### src/rtl/srio_hello_pkg.sv
// Shared HELLO-format definitions for the SRIO doorbell path: type codes, field positions, FSM states.
// Pure definitions, no latency or flow control of its own.
package srio_hello_pkg;

    localparam logic [7:0] FTYPE_DOORB       = 8'hA0;
    localparam logic [7:0] FTYPE_RESP_NODATA = 8'hD0;

    localparam int TID_MSB  = 63;
    localparam int TID_LSB  = 56;
    localparam int TYPE_MSB = 55;
    localparam int TYPE_LSB = 48;
    localparam int PRIO_MSB = 46;
    localparam int PRIO_LSB = 45;
    localparam int CRF_BIT  = 44;
    localparam int INFO_MSB = 31;
    localparam int INFO_LSB = 16;

    typedef enum logic [1:0] {
        IDLE = 2'd0,
        RESP = 2'd1,
        DROP = 2'd2
    } db_state_t;

    // Responses go out one priority level above the request so they cannot be blocked by it.
    function automatic logic [63:0] resp_hdr(input logic [7:0] tid, input logic [1:0] prio,
                                             input logic crf);
        logic [1:0] rprio;
        rprio = (prio == 2'd3) ? 2'd3 : prio + 2'd1;
        return {tid, FTYPE_RESP_NODATA, 1'b0, rprio, crf, 44'b0};
    endfunction

endpackage

### src/rtl/db_info_fifo.sv
// First-word-fall-through queue of {src_id, info}; head valid 1 cycle after push.
// Push is ignored when full unless a pop happens in the same cycle; pop is ignored when empty.
module db_info_fifo #(
    parameter int DEPTH = 16,
    parameter int WIDTH = 32
) (
    input  logic             aclk,
    input  logic             areset,
    input  logic             push,
    input  logic [WIDTH-1:0] push_dat,
    input  logic             pop,
    output logic [WIDTH-1:0] head_dat,
    output logic             full,
    output logic             empty
);

    localparam int AW = $clog2(DEPTH);
    localparam logic [AW:0] CNT_FULL = DEPTH[AW:0];

    logic [WIDTH-1:0] mem [DEPTH];
    logic [AW-1:0]    wr_ptr;
    logic [AW-1:0]    rd_ptr;
    logic [AW:0]      count;
    logic             push_en;
    logic             pop_en;

    assign full    = (count == CNT_FULL);
    assign empty   = (count == '0);
    assign pop_en  = pop && !empty;
    assign push_en = push && (!full || pop_en);

    // Head reads as zero while empty so user logic never sees stale entries.
    assign head_dat = empty ? '0 : mem[rd_ptr];

    always_ff @(posedge aclk or posedge areset) begin
        if (areset) begin
            wr_ptr <= '0;
            rd_ptr <= '0;
            count  <= '0;
        end else begin
            if (push_en) wr_ptr <= wr_ptr + 1'b1;
            if (pop_en)  rd_ptr <= rd_ptr + 1'b1;
            case ({push_en, pop_en})
                2'b10:   count <= count + 1'b1;
                2'b01:   count <= count - 1'b1;
                default: count <= count;
            endcase
        end
    end

    always_ff @(posedge aclk) begin
        if (push_en) mem[wr_ptr] <= push_dat;
    end

endmodule

### src/rtl/doorbell_target.sv
// Target-side RapidIO doorbell handler: queues {src_id, info} and answers each doorbell with RESPONSE-no-data.
// Response and queue head valid 1 cycle after accept; treq stalls while responding or while the queue is full.
module doorbell_target
    import srio_hello_pkg::*;
#(
    parameter int FIFO_DEPTH = 16
) (
    input  logic        aclk,
    input  logic        areset,
    input  logic        s_axis_treq_tvalid,
    output logic        s_axis_treq_tready,
    input  logic [63:0] s_axis_treq_tdata,
    input  logic [7:0]  s_axis_treq_tkeep,
    input  logic        s_axis_treq_tlast,
    input  logic [31:0] s_axis_treq_tuser,
    output logic        m_axis_tresp_tvalid,
    input  logic        m_axis_tresp_tready,
    output logic [63:0] m_axis_tresp_tdata,
    output logic [7:0]  m_axis_tresp_tkeep,
    output logic        m_axis_tresp_tlast,
    output logic [31:0] m_axis_tresp_tuser,
    output logic        db_valid,
    input  logic        db_ready,
    output logic [15:0] db_info,
    output logic [15:0] db_src_id,
    output logic [15:0] drop_count
);

    db_state_t   state;
    db_state_t   state_nxt;
    logic        is_doorb;
    logic        fifo_push;
    logic        fifo_full;
    logic        fifo_empty;
    logic [31:0] fifo_head;
    logic        resp_load;
    logic        drop_inc;
    logic        unused_ok;

    assign is_doorb = (s_axis_treq_tdata[TYPE_MSB:TYPE_LSB] == FTYPE_DOORB);

    always_ff @(posedge aclk or posedge areset) begin
        if (areset) state <= IDLE;
        else        state <= state_nxt;
    end

    always_comb begin
        state_nxt          = state;
        s_axis_treq_tready = 1'b0;
        fifo_push          = 1'b0;
        resp_load          = 1'b0;
        drop_inc           = 1'b0;
        case (state)
            IDLE: begin
                s_axis_treq_tready = !fifo_full;
                if (s_axis_treq_tvalid && !fifo_full) begin
                    if (is_doorb && s_axis_treq_tlast) begin
                        fifo_push = 1'b1;
                        resp_load = 1'b1;
                        state_nxt = RESP;
                    end else begin
                        drop_inc = 1'b1;
                        if (!s_axis_treq_tlast) state_nxt = DROP;
                    end
                end
            end
            RESP: begin
                if (m_axis_tresp_tready) state_nxt = IDLE;
            end
            DROP: begin
                s_axis_treq_tready = 1'b1;
                if (s_axis_treq_tvalid && s_axis_treq_tlast) state_nxt = IDLE;
            end
            default: state_nxt = IDLE;
        endcase
    end

    assign m_axis_tresp_tvalid = (state == RESP);
    assign m_axis_tresp_tlast  = m_axis_tresp_tvalid;
    assign m_axis_tresp_tkeep  = 8'hFF;

    always_ff @(posedge aclk or posedge areset) begin
        if (areset) begin
            m_axis_tresp_tdata <= '0;
            m_axis_tresp_tuser <= '0;
        end else if (resp_load) begin
            m_axis_tresp_tdata <= resp_hdr(s_axis_treq_tdata[TID_MSB:TID_LSB],
                                           s_axis_treq_tdata[PRIO_MSB:PRIO_LSB],
                                           s_axis_treq_tdata[CRF_BIT]);
            m_axis_tresp_tuser <= {s_axis_treq_tuser[15:0], s_axis_treq_tuser[31:16]};
        end
    end

    always_ff @(posedge aclk or posedge areset) begin
        if (areset)                                 drop_count <= '0;
        else if (drop_inc && drop_count != 16'hFFFF) drop_count <= drop_count + 16'd1;
    end

    db_info_fifo #(
        .DEPTH (FIFO_DEPTH),
        .WIDTH (32)
    ) u_db_info_fifo (
        .aclk     (aclk),
        .areset   (areset),
        .push     (fifo_push),
        .push_dat ({s_axis_treq_tuser[31:16], s_axis_treq_tdata[INFO_MSB:INFO_LSB]}),
        .pop      (db_ready),
        .head_dat (fifo_head),
        .full     (fifo_full),
        .empty    (fifo_empty)
    );

    assign db_valid  = !fifo_empty;
    assign db_src_id = fifo_head[31:16];
    assign db_info   = fifo_head[15:0];

    // Header bits that carry no meaning for a doorbell target.
    assign unused_ok = ^{s_axis_treq_tkeep, s_axis_treq_tdata[47],
                         s_axis_treq_tdata[43:32], s_axis_treq_tdata[15:0]};

endmodule
### config.mk
export PLATFORM = sky130hd
export DESIGN_NAME = doorbell_target
export DESIGN_NICKNAME = d
export VERILOG_FILES = /design/src/rtl/srio_hello_pkg.sv /design/src/rtl/db_info_fifo.sv /design/src/rtl/doorbell_target.sv
export SDC_FILE = /design/constraint.sdc
export NUM_CORES = 1
export LEC_CHECK = 0
export ABC_CLOCK_PERIOD_IN_PS = 4550
export BUFFER_PORTS_ARGS = -buffer_cell sky130_fd_sc_hd__clkbuf_2
export CAP_MARGIN = 5
export CORE_MARGIN = 2
export CORE_UTILIZATION = 30
export CTS_CLUSTER_SIZE = 16
export DETAILED_ROUTE_END_ITERATION = 7
export GPL_TIMING_DRIVEN = 0
export PLACE_DENSITY = 0.51
export SLEW_MARGIN = 0
export SYNTH_ARGS = -nofsm -noshare
export SYNTH_HDL_FRONTEND = slang
export SYNTH_SLANG_ARGS = --single-unit
### constraint.sdc
create_clock -name aclk -period 4.55 [get_ports aclk]
set_input_delay 0.2275 -clock aclk [delete_from_list [all_inputs] [get_ports aclk]]
set_output_delay 0.2275 -clock aclk [all_outputs]
set_load 0.03 [all_outputs]
==> results of run 1 <==
[how the worst max path moves through the flow]
| stage | to | slack, ps |
|---|---|---|
| 2_1_floorplan | u_db_info_fifo.mem[5][0] | 340 |
| 3_3_place_gp | u_db_info_fifo.mem[5][11] | -2950 |
| 3_5_place_dp | u_db_info_fifo.count[4] | 1120 |
| 4_1_cts | db_src_id[0] | 780 |
| 5_1_grt | db_src_id[0] | 610 |
| 6_report | db_src_id[0] | 820 |
[layout make-up]
cell class / instances / area (um2) / area share [%]
antenna: 1 / 2.50 / 0.00873
clock inverter: 35 / 319 / 1.11
inverter: 8 / 32.5 / 0.113
buffer: 122 / 751 / 2.62
tap: 1040 / 1300 / 4.54
multi-input combinational: 541 / 5480 / 19.1
clock buffer: 79 / 1650 / 5.77
timing repair buffer: 257 / 1880 / 6.56
sequential: 587 / 17300 / 60.2
[per-stage QoR]
step | setup slack [ps] | util, %
2_1_floorplan | 342 | -
3_3_place_gp | -2950 | 33.2
3_5_place_dp | 1120 | 34.0
4_1_cts | 784 | 37.2
5_1_grt | 608 | 37.2
6_report | 817 | 37.2
[state kept, by name (all words and copies together), names as in the netlist]
signal and flops:
u_db_info_fifo.mem 512, m_axis_tresp_tuser 32, drop_count 16, m_axis_tresp_tdata 12, u_db_info_fifo.count 5, u_db_info_fifo.rd_ptr 4, u_db_info_fifo.wr_ptr 4, state 2
[power by group through the flow]
stage / Clock (mW) / Combinational [mW] / Sequential, mW
floorplan: 0 / 3.23 / 6.17
global placement: 0 / 4.75 / 6.12
detailed placement: 0 / 4.79 / 6.12
CTS: 5.02 / 4.83 / 6.01
global route: 5.21 / 5.03 / 6.02
finish: 4.87 / 4.67 / 6.01
[synthesized netlist by cell type, types with 5 or more instances]
cell type,instances,area share (%)
dfrtp_1,75,8.1
buf_4,64,2.1
o21ai_0,6,0.13
o22ai_1,32,0.86
nor2_1,9,0.15
and3_1,6,0.16
xnor2_1,17,0.64
inv_1,7,0.11
nand4_1,11,0.30
mux2i_1,64,2.8
xor2_1,10,0.38
clkbuf_1,13,0.21
nand2_1,141,2.3
nor3_1,5,0.11
buf_2,36,0.78
edfxtp_1,512,66
ha_1,9,0.48
and4_1,6,0.23
mux4_2,128,12
buf_1,8,0.13
[worst max-delay path: stages, from the launching register on]
cell and delay, ps:
dfrtp_1 350, buf_2 170, nor4_4 360, nand2_1 260, nand2b_1 280, buf_1 810
o22ai_1 360, clkbuf_2 280
[cell usage in the layout (no fill, tap or decap), types with 10 or more instances in the layout]
cell           instances
edfxtp_1             512
clkbuf_2             170
nand2_1              141
mux4_2               128
dfrtp_1               75
buf_4                 64
mux2i_1               64
clkbuf_16             61
conb_1                58
dlygate4sd3_1         50
buf_2                 36
o22ai_1               32
clkbuf_1              25
buf_6                 24
xnor2_1               17
clkinv_1              14
clkinv_2              12
nand4_1               11
xor2_1                10
[per-layer routing]
metal	routed length (um)	track usage, %	up-vias
met4	866	3.22	0
met1	25500	19.9	6320
li1	-	-	5400
met5	0	0	-
met2	27000	23.0	337
met3	3130	2.66	68
[cell families after synthesis]
| logic type | synth area share, % |
|---|---|
| AOI/OAI and AO/OA | 1.49 |
| xor gates and xnor gates | 1.02 |
| adders and majority gates | 0.484 |
| buffers and inverters | 3.36 |
| DFF | 74.2 |
| muxes | 15.3 |
| other | 0.0323 |
| and+or+nand+nor | 4.11 |
==> flow_metrics.py, run 1 <==
metrics = {
    "sta": {
        "rsz0062_at_grt": "false",
        "slew_headroom_pct": 28.8,
        "slew_violations": 0,
        "holdWs_ps": 23.1,
        "hold_violations": 0,
        "fmax_mhz": 268,
        "fin_skew_ps": 16.1,
        "setup_tns_ps": 0,
        "setup_violations": 0,
        "tightest_slew_ps": 1070,
        "fin_crit_sh_pct": 82.0,
        "fin_crit_ps": 3730,
    },
    "global_route": {
        "grt_pass1_wl_mm": 82.6,
        "grt_usage_pct": 14.2,
        "grt_remaining_overflow": 0,
        "first_global_vias": 12700,
        "antenna_found_initial": 0,
        "grt_max_degree": 54,
    },
    "floorplan": {
        "core_area_um2": 77100,
        "die-area_um2": 79700,
        "fp.dieW_um": 282,
        "num_rows": 102,
        "fp.dieH_um": 282,
        "start_util_pct": 30.2,
        "boundaryPins": 266,
    },
    "placement": {
        "placed_area_um2": 26200,
        "dp_hpwl_mm": 37.6,
        "place_congestion": 0.717,
        "io_buffers": 170,
        "dp.cells": 2505,
    },
    "logic_synthesis": {
        "seq_area_frac_synth_pct": 74.2,
        "syn_area_um2": 23200,
        "yosys_warnings": 0,
        "ys_ff_latch": 587,
        "async_flop_share_pct": 12.8,
        "syn_inst": 1202,
        "synth_cell_type_count": 44,
        "ys.flop_type": "edfxtp_1",
        "avgSynthCellArea_um2": 19.3,
        "synth-edff-count": 512,
    },
    "pwr": {
        "p_switching_mw": 4.98,
        "clockPowerShare_pct": 31.3,
        "power.total_mw": 15.6,
        "power_frac_seq_pct": 38.7,
        "irDropWorstVdd_mv": 0.322,
        "p_leak_nw": 10.4,
        "combPwrFrac_pct": 30.0,
        "switching_share_pct": 32.0,
        "power.density_nw_per_um2": 543,
        "p_int_mw": 10.6,
    },
    "routing": {
        "wl_per_cell_um": 21.2,
        "drtIter0Drc": 1026,
        "viasPerCell": 4.54,
        "drtPass1Iterations": 5,
        "drc_errors": 0,
        "vias": 12100,
        "ant_nets": 0,
        "wl_mm": 56.5,
    },
    "clocking": {
        "cts_resized": 0,
        "cts_tree": "built",
        "cts_sinks": 587,
        "clk_latency_ps": 630,
        "cts.htree.levels": 2,
        "hold_buffers": 50,
        "clockRootBuffer": "clkbuf_16",
        "path_clk_slew_ps": 60,
        "numCtsBuffers": 61,
        "clk_path_buf_depth": 3,
        "post_cts_buffers": 0,
    },
    "setup_path": {
        "crit_path_start_kind": "register",
        "path_class": "register to output pin",
        "cp-startpoint": "u_db_info_fifo.count[1]",
        "reg2reg_from": "u_db_info_fifo.count[1]",
        "r2r_cells": 16,
        "worstPathRequired_ps": 4320,
        "arrival_ps": 3510,
        "r2r-end": "u_db_info_fifo.count[4]",
        "crit_path_max_fanout": 10,
        "regToRegSetupSlack_ps": 1130,
        "endpoint_kind": "output pin",
    },
    "hold_path": {
        "min_to": "m_axis_tresp_tuser[4]",
        "holdPathStages": 3,
        "hp-start": "s_axis_treq_tuser[20]",
        "hold_path.class": "primary input to register",
    },
    "cells_and_area": {
        "instances_no_fill": 2670,
        "fillers": 7215,
        "finalInstanceArea_um2": 28700,
        "area_delta_synth_final_pct": 23.3,
        "drive_gt1_share_pct": 33.6,
        "fin_nets": 1697,
    },
    "run_status": {
        "status": "completed",
    },
    "job": {
        "cap_viol_max_count": 0,
    },
}
Power figures use the tool's default switching activity.
==> inputs of run 2 (changes only) <==
--- a/config.mk
+++ b/config.mk
@@ -5,7 +5,7 @@
 export SDC_FILE = /design/constraint.sdc
 export NUM_CORES = 1
 export LEC_CHECK = 0
-export ABC_CLOCK_PERIOD_IN_PS = 4550
+export ABC_CLOCK_PERIOD_IN_PS = 3850
 export BUFFER_PORTS_ARGS = -buffer_cell sky130_fd_sc_hd__clkbuf_2
 export CAP_MARGIN = 5
 export CORE_MARGIN = 2
@@ -13,7 +13,7 @@
 export CTS_CLUSTER_SIZE = 16
 export DETAILED_ROUTE_END_ITERATION = 7
 export GPL_TIMING_DRIVEN = 0
-export PLACE_DENSITY = 0.51
+export PLACE_DENSITY = 0.5
 export SLEW_MARGIN = 0
 export SYNTH_ARGS = -nofsm -noshare
 export SYNTH_HDL_FRONTEND = slang
==> constraint.sdc (replaced) <==
create_clock -name aclk -period 3.85 [get_ports aclk]
set_input_delay 0.1925 -clock aclk [delete_from_list [all_inputs] [get_ports aclk]]
set_output_delay 0.1925 -clock aclk [all_outputs]
set_load 0.03 [all_outputs]
==> run 2 against run 1 <==
  * Register-to-register slack got worse by 670 ps
  * Routed wire length decreased by 0.30%
  * Critical path depth did not move
  * Setup slack got worse by 510 ps
  * Via count rose by 0.35%
  * Power is 20% higher
  * Critical path type unchanged
  * Largest power group unchanged
==> flow_metrics.py, run 2 (same netlist as run 1, synthesis figures left out) <==
metrics = {
    "run_status": {
        "status": "completed",
    },
    "sta": {
        "fmax_mhz": 283,
        "rsz0062_at_grt": "false",
        "setup_violations": 0,
        "fin_skew_ps": 16.6,
        "hold_violations": 0,
        "slew_violations": 0,
        "slew_headroom_pct": 28.2,
        "tightest_slew_ps": 1080,
        "fin_crit_ps": 3540,
        "fin_crit_sh_pct": 91.9,
    },
    "clocking": {
        "cts_sinks": 587,
        "hold_buffers": 60,
        "post_cts_buffers": 0,
        "clk_latency_ps": 620,
        "path_clk_slew_ps": 60,
        "clk_path_buf_depth": 3,
        "cts_tree": "built",
        "cts_resized": 0,
        "cts.htree.levels": 2,
        "numCtsBuffers": 61,
        "clockRootBuffer": "clkbuf_16",
    },
    "placement": {
        "place_congestion": 0.707,
        "io_buffers": 170,
        "placed_area_um2": 26200,
        "dp_hpwl_mm": 37.6,
    },
    "floorplan": {
        "num_rows": 102,
        "start_util_pct": 30.2,
        "fp.dieW_um": 282,
        "fp.dieH_um": 282,
        "core_area_um2": 77100,
        "boundaryPins": 266,
        "die-area_um2": 79700,
    },
    "routing": {
        "drtPass1Iterations": 5,
        "wl_met3_mm": 2.88,
        "drc_errors": 0,
        "drtIter0Drc": 767,
        "top_layer": "met5",
        "wl_per_cell_um": 21.0,
        "met1_length_mm": 25.5,
        "ant_nets": 0,
        "met2WireLength_mm": 27.0,
        "wl_mm": 56.3,
        "viasPerCell": 4.54,
        "vias": 12200,
    },
    "setup_path": {
        "r2r_cells": 16,
        "regToRegSetupSlack_ps": 460,
        "worstPathRequired_ps": 3660,
        "reg2reg_from": "u_db_info_fifo.count[1]",
        "crit_path_max_fanout": 10,
        "endpoint_kind": "output pin",
        "arrival_ps": 3350,
        "r2r-end": "u_db_info_fifo.count[4]",
        "crit_path_start_kind": "register",
        "path_class": "register to output pin",
    },
    "cells_and_area": {
        "fin_util_pct": 37.4,
        "fin_nets": 1705,
        "reg.largest.list": "u_db_info_fifo.mem: 512 flops, m_axis_tresp_tuser: 32 flops, drop_count: 16 flops",
        "layout_common_cells": "edfxtp_1 (512), clkbuf_2 (170), nand2_1 (141)",
        "final_common_cell": "edfxtp_1",
        "area_delta_synth_final_pct": 24.0,
        "top_register": "u_db_info_fifo.mem",
        "finalInstanceArea_um2": 28800,
        "drive_gt1_share_pct": 33.4,
        "largest_reg_flops": 512,
    },
    "hold_path": {
        "holdPathStages": 3,
        "hold_path.class": "primary input to register",
        "hp-start": "s_axis_treq_tuser[17]",
        "min_to": "m_axis_tresp_tuser[1]",
    },
    "global_route": {
        "first_global_vias": 12800,
        "grt_max_degree": 64,
        "grt_remaining_overflow": 0,
        "antenna_found_initial": 1,
        "grt_usage_pct": 14.3,
        "grt_pass1_wl_mm": 83.4,
    },
    "pwr": {
        "irDropWorstVdd_mv": 0.388,
        "p_switching_mw": 5.87,
        "clockPowerShare_pct": 32.2,
        "combPwrFrac_pct": 29.6,
        "power.density_nw_per_um2": 646,
        "power_frac_seq_pct": 38.2,
        "p_int_mw": 12.8,
        "switching_share_pct": 31.5,
        "p_leak_nw": 10.5,
    },
    "job": {
        "cap_viol_max_count": 0,
    },
}
[run 2: cell types whose count changed in the layout (fill, tap and decap cells not counted), sizes merged]
cell | before | now
bufinv | 4 | 9
clkinv | 29 | 21
dlygate4sd3 | 50 | 60
inv | 10 | 11
buf | 146 | 144
clkinvlp | 0 | 5
clkbuf | 262 | 259
[run 2: how the worst max path moves through the flow]
| stage | startpoint | end | slack, ps | depth (start not counted) |
|---|---|---|---|---|
| 3_3_place_gp | u_db_info_fifo.count[1] | u_db_info_fifo.mem[6][11] | -3740 | 7 |
| 5_1_grt | u_db_info_fifo.rd_ptr[1] | db_src_id[1] | 80 | 8 |
| 2_1_floorplan | u_db_info_fifo.count[1] | u_db_info_fifo.mem[4][0] | -350 | 7 |
| 3_5_place_dp | u_db_info_fifo.count[1] | u_db_info_fifo.count[4] | 430 | 16 |
| 6_report | u_db_info_fifo.count[1] | db_src_id[8] | 310 | 7 |
| 4_1_cts | u_db_info_fifo.rd_ptr[1] | db_src_id[1] | 140 | 8 |
[run 2: power groups by stage]
stage	Sequential (mW)	Clock [mW]	Combinational, mW
2_1_floorplan	7.29	0	3.81
3_3_place_gp	7.23	0	5.61
3_5_place_dp	7.23	0	5.65
4_1_cts	7.10	6.16	5.72
5_1_grt	7.11	6.40	5.96
6_report	7.10	6.00	5.52
[run 2: layer usage]
layer | global-route usage (%) | vias to the layer above
li1 | - | 5418
met1 | 19.8 | 6369
met2 | 23.4 | 306
met3 | 2.64 | 73
met4 | 3.68 | 2
met5 | 0 | -
[run 2: worst max-delay path, stage by stage, from the launching register on]
cell and delay [ps]:
dfrtp_1 350, buf_2 170, nor4_4 380, nand2_1 260
nand2b_1 290, buf_1 650, o22ai_1 340, clkbuf_2 270
[run 2: stage by stage]
stage / cells / total power, mW / setup TNS (ps) / setup WS (ps) / hold slack [ps]
floorplan: 1258 / 11.1 / -33900 / -353 / 284
global placement: 2468 / 12.8 / -614050 / -3740 / 387
detailed placement: 2503 / 12.9 / 0 / 432 / 134
CTS: 2677 / 19.0 / 0 / 138 / 0.609
global route: 2677 / 19.5 / 0 / 75.1 / 47.2
finish: 2678 / 18.6 / 0 / 311 / 29.1
[run 2: final cells by class]
| type | instances | area (um2) |
|---|---|---|
| clock buffer | 76 | 1600 |
| buffer | 122 | 751 |
| antenna | 1 | 2.50 |
| sequential | 587 | 17300 |
| inverter | 8 | 32.5 |
| clock inverter | 38 | 430 |
| fill | 7210 | 48300 |
| timing repair buffer | 265 | 1960 |
| tap | 1040 | 1300 |
| multi-input combinational | 541 | 5490 |
